--- src/rtl/digit_scan_mux.sv ---
// digit_scan_mux: time-multiplexed driver for a common-anode seven-segment display.
//
// A prescaler divides clk into digit slots of PRESCALE cycles. At each slot boundary
// ("tick") the next digit is selected and its segment pattern is registered, so sel and
// seg change together and hold steady for a whole slot.
//
// Parameters
//   DIGITS   number of scanned digits (1..SEL_W)
//   SEL_W    width of the digit-select bus
//   PRESCALE clk cycles per digit slot (>= 1)
//
// Ports
//   clk         clock, rising edge
//   rst_n       asynchronous active-low reset
//   en          scan enable; low blanks the display and restarts the scan
//   digits_in   one hex nibble per digit, digit 0 in bits [3:0]
//   blank_mask  bit i forces digit i dark (dp still honoured)
//   dp_mask     bit i lights the decimal point of digit i
//   sel         active-low digit select, at most one bit low
//   seg         active-low segments, seg[7]=dp, seg[6:0]=g..a
//   frame_done  one-cycle pulse when the last digit has just been selected
//
// Build option
//   DIGIT_SCAN_LZB_EN  when defined, leading zeros (digits above 0 whose nibble and all
//                      higher nibbles are zero) are blanked.

module digit_scan_mux #(
  parameter int unsigned DIGITS   = 4,
  parameter int unsigned SEL_W    = 8,
  parameter int unsigned PRESCALE = 50000
) (
  input  logic                  clk,
  input  logic                  rst_n,
  input  logic                  en,
  input  logic [4*DIGITS-1:0]   digits_in,
  input  logic [DIGITS-1:0]     blank_mask,
  input  logic [DIGITS-1:0]     dp_mask,
  output logic [SEL_W-1:0]      sel,
  output logic [7:0]            seg,
  output logic                  frame_done
);

  localparam int unsigned CntW = (PRESCALE > 1) ? $clog2(PRESCALE) : 1;
  localparam int unsigned PtrW = (DIGITS > 1) ? $clog2(DIGITS) : 1;
  localparam logic [CntW-1:0] CntMax  = CntW'(PRESCALE - 1);
  localparam logic [PtrW-1:0] PtrLast = PtrW'(DIGITS - 1);

  logic [CntW-1:0]  cnt_q, cnt_d;
  logic [PtrW-1:0]  ptr_q, ptr_d, ptr_next;
  logic [SEL_W-1:0] sel_q, sel_d;
  logic [7:0]       seg_q, seg_d;
  logic             fd_q, fd_d;
  logic             tick;
  logic [3:0]       nib;
  logic             dark;
  logic             dp;

  // Active-low g..a patterns for hex digits 0..F.
  function automatic logic [6:0] decode(input logic [3:0] n);
    logic [6:0] p;
    unique case (n)
      4'h0: p = 7'h40;
      4'h1: p = 7'h79;
      4'h2: p = 7'h24;
      4'h3: p = 7'h30;
      4'h4: p = 7'h19;
      4'h5: p = 7'h12;
      4'h6: p = 7'h02;
      4'h7: p = 7'h78;
      4'h8: p = 7'h00;
      4'h9: p = 7'h10;
      4'hA: p = 7'h08;
      4'hB: p = 7'h03;
      4'hC: p = 7'h46;
      4'hD: p = 7'h21;
      4'hE: p = 7'h06;
      default: p = 7'h0E;
    endcase
    return p;
  endfunction

`ifdef DIGIT_SCAN_LZB_EN
  // Digit idx is a leading zero when it and every nibble above it are zero.
  // Digit 0 always shows, so a value of zero still displays "0".
  function automatic logic lead_zero(input logic [4*DIGITS-1:0] d, input int unsigned idx);
    logic all_zero;
    all_zero = 1'b1;
    for (int unsigned j = 0; j < DIGITS; j++) begin
      if (j >= idx && d[4*j +: 4] != 4'h0) all_zero = 1'b0;
    end
    return (idx != 0) && all_zero;
  endfunction
`endif

  always_comb begin
    tick     = en && (cnt_q == CntMax);
    ptr_next = (ptr_q == PtrLast) ? '0 : ptr_q + 1'b1;

    // Select the fields of the digit about to be shown.
    nib  = '0;
    dark = 1'b0;
    dp   = 1'b0;
    for (int unsigned i = 0; i < DIGITS; i++) begin
      if (ptr_next == PtrW'(i)) begin
        nib  = digits_in[4*i +: 4];
        dp   = dp_mask[i];
`ifdef DIGIT_SCAN_LZB_EN
        dark = blank_mask[i] | lead_zero(digits_in, i);
`else
        dark = blank_mask[i];
`endif
      end
    end

    cnt_d = cnt_q;
    ptr_d = ptr_q;
    sel_d = sel_q;
    seg_d = seg_q;
    fd_d  = 1'b0;

    if (!en) begin
      // Parking ptr on the last digit makes the first tick land on digit 0.
      cnt_d = '0;
      ptr_d = PtrLast;
      sel_d = '1;
      seg_d = 8'hFF;
    end else if (tick) begin
      cnt_d = '0;
      ptr_d = ptr_next;
      sel_d = ~(SEL_W'(1) << ptr_next);
      seg_d = {~dp, dark ? 7'h7F : decode(nib)};
      fd_d  = (ptr_next == PtrLast);
    end else begin
      cnt_d = cnt_q + 1'b1;
    end
  end

  always_ff @(posedge clk or negedge rst_n) begin
    if (!rst_n) begin
      cnt_q <= '0;
      ptr_q <= PtrLast;
      sel_q <= '1;
      seg_q <= 8'hFF;
      fd_q  <= 1'b0;
    end else begin
      cnt_q <= cnt_d;
      ptr_q <= ptr_d;
      sel_q <= sel_d;
      seg_q <= seg_d;
      fd_q  <= fd_d;
    end
  end

  assign sel        = sel_q;
  assign seg        = seg_q;
  assign frame_done = fd_q;

endmodule
--- config.mk ---
export PLATFORM = sky130hd
export DESIGN_NAME = digit_scan_mux
export DESIGN_NICKNAME = d
export VERILOG_FILES = /design/src/rtl/digit_scan_mux.sv
export SDC_FILE = /design/constraint.sdc
export NUM_CORES = 1
export LEC_CHECK = 0
export ABC_AREA = 1
export CORE_ASPECT_RATIO = 2
export CORE_MARGIN = 2
export CORE_UTILIZATION = 54
export CTS_CLUSTER_DIAMETER = 150
export DETAILED_ROUTE_END_ITERATION = 7
export MAX_ROUTING_LAYER = met4
export PLACE_DENSITY = 0.84
export SYNTH_ARGS = -nofsm -noshare
export SYNTH_HDL_FRONTEND = slang
export SYNTH_SLANG_ARGS = --single-unit
export TNS_END_PERCENT = 1
--- constraint.sdc ---
create_clock -name clk -period 4.32 [get_ports clk]
set_input_delay 0.864 -clock clk [delete_from_list [all_inputs] [get_ports clk]]
set_output_delay 0.864 -clock clk [all_outputs]
set_load 0.01 [all_outputs]
==> flow_summary.toml <==
[floorplanning]
dieArea_mm2 = 0.004520
ios = 44
dieHeight_um = 93.10
start_util = 0.5576
rows = 32
die_w_um = 48.55
fp.coreArea_mm2 = 0.003844

[logic_synthesis]
synth_edf_count = 0
yosysWarnings = 0
ys.flop_type = "dfrtp_1"
syn_area_per_cell_um2 = 7.494
synth_cell_type_count = 36
synth_seq_area_share = 0.3701
syn_inst = 286
ys_async_sr_fraction = 1.000
synth_area_mm2 = 0.002143
ys_ff_latch = 31

[grt]
overflow = 0
met1_usage = 0.1894
grt_pass1_wl_um = 8307
grt_start_max_net_pins = 25
grt_use_met2 = 0.4931
antenna_found_initial = 0
grt_pass1_vias = 2069
use_met3 = 0.03355
grt_use_total = 0.2437
top_usage_layer = "met2"

[timing]
report.final.slew_viol_count = 0
hold_viol = 0
layout_setup_ws_ps = 1840
setup_tns_ps = 0
rsz0062_at_grt = "false"
finalSetupViolCount = 0
worst_slew_pin_slew_ps = 1069
fin_crit_ps = 2480
post-route-period-util = 0.5742
max_slew_margin = 0.2852
skew_ps = 8.393
max_freq_ghz = 0.4032

[route]
drt_iter0_drc = 56
drt_wl_total_um = 4950
route.detailed.drc = 0
drtAntennaViolNets = 0
drt-wirelength-per-cell_um = 13.03
drtPass1Iterations = 4
vias_per_cell = 5.332
num_vias = 2026

[finish]
final_common_cell = "nand2_1"
diodes = 0
drive_above_1_share = 0.1550
fillerInstances = 353
final_area_mm2 = 0.002654
instances_no_fill = 380
num-nets-final = 367
final_cell_mix = "nand2_1 (63), nor2_1 (40), clkdlybuf4s50_1 (39)"
final_util = 0.6904
syn2layout_area_growth_pct = 23.82

[power]
pwr-share-seq = 0.475
p_switching_uw = 148.0
p_sw_frac = 0.2387
p_int_uw = 472.0
power_density_mw_per_mm2 = 233.6
peakVddDrop_uv = 192.6
p_clk_frac = 0.407
p_leak_uw = 0.001234
p_comb_frac = 0.117

[cts]
numCtsBuffers = 5
postCtsResizedCells = 0
holdBufCountCts = 0
clkTransAtPathRegs_ps = 60
cts_tree = "done"
clockBufferDepth = 2
cts_setup_buffers = 0
htreeDepth = 2
clockRootBuffer = "clkbuf_8"
cts_sinks = 31
clkLatencyLatePin_ps = 290

[worst_setup_path]
critPathKind = "reg2reg"
end_kind = "flip-flop"
r2r_cells = 12
arrival_ps = 2700
critical_path_required_ps = 4540
critPathLaunchType = "flip-flop"
cp_max_fo = 11

[placement]
dpl_cell_area_mm2 = 0.002554
pre_cts_ws_ps = 1756
place_inst = 372
io_buffers = 39
place_congestion = 0.8645
hpwl_um = 3992

[flow_run]
cap_violations = 0

[hold_path]
min_path_cells = 1
min_path_type = "reg2reg"

[outcome]
status = "finished clean"
power by group through the flow:
stage               sequential [uW]  combinational [uW]  clock [uW]
finish                          295                72.6         253
global route                    295                81.5         266
CTS                             295                72.7         253
detailed placement              300                72.3           0
global placement                299                71.1           0
floorplan                       299                36.6           0
cell type report:
class                      instances  area (um^2)  share of cell area
tap                               51        63.81             0.02405
clock buffer                       8        100.1             0.03772
inverter                          33        125.1             0.04715
multi-input combinational        217         1174              0.4422
timing repair buffer              40        397.9              0.1499
sequential                        31        793.3              0.2989
synth_stat cells, types with 2 or more instances:
library cell	count	area [um^2]
dfrtp_1	17	425.4
inv_1	29	108.9
dfstp_2	14	367.9
a21oi_1	25	125.1
nand4_1	2	12.51
xor2_1	2	17.52
nand3_1	26	130.1
nand2_4	4	45.04
buf_2	2	10.01
o21ai_0	6	30.03
nor2_1	40	150.1
buf_6	2	22.52
inv_2	2	7.510
nand2_1	63	236.5
nor2_2	2	12.51
nor2_4	3	33.78
or2_2	7	43.79
nand2_2	3	18.77
nor3_2	3	30.03
ha_1	12	150.1
nor3_1	4	20.02
buf_4	4	30.03
state kept, by name, indices dropped and copies added, names as in the netlist:
register    cells
ptr_q           2
cnt_q          16
sel             4
frame_done      1
seg             8
cell families (layout without fill, tap and decap cells):
family / Yosys count / after routing / synth area share
other cells: 1 / 4 / 0.001750
flops: 31 / 31 / 0.3701
xor+xnor: 2 / 2 / 0.008174
fa+ha+maj: 12 / 12 / 0.07005
compound gates: 37 / 37 / 0.09458
buf+inv: 41 / 81 / 0.08756
simple gates: 162 / 162 / 0.3678
metrics by stage:
stage / hold slack, ps / power (uW)
2_1_floorplan: 429.7 / 336.0
3_3_place_gp: 444.3 / 370.6
3_5_place_dp: 457.9 / 372.0
4_1_cts: 469.2 / 620.1
5_1_grt: 499.8 / 642.3
6_report: 465.7 / 620.1
routing by layer:
layer  share of wire  up-vias
met3           0.032       20
li1                -      991
met1            0.33      950
met4           0.046        0
met5               0        -
met2            0.59       65
worst paths after layout:
path,start,to,slack [ps]
max in group asynchronous,rst_n,seg[0]$_DFFE_PN1P_,2370
hold reg to reg,cnt_q[0]$_DFF_PN0_,cnt_q[0]$_DFF_PN0_,470
setup / recovery,ptr_q[1]$_DFFE_PN1P_,seg[3]$_DFFE_PN1P_,1840
hold / removal,cnt_q[0]$_DFF_PN0_,cnt_q[0]$_DFF_PN0_,470
setup reg to reg,ptr_q[1]$_DFFE_PN1P_,seg[3]$_DFFE_PN1P_,1840
min in group asynchronous,rst_n,cnt_q[8]$_DFF_PN0_,1150
critical path, cell delays in order, from the launching register on:
cell and delay, ps:
dfstp_2 550, ha_1 370, inv_1 230, or2_2 310
nand2_1 190, inv_1 120, ha_1 220, nand3_1 130
nand2_1 70, nand2_1 60, nand3_1 60, nand2_1 70
inv_1 40
No activity file was read; power rests on OpenSTA's default activity.
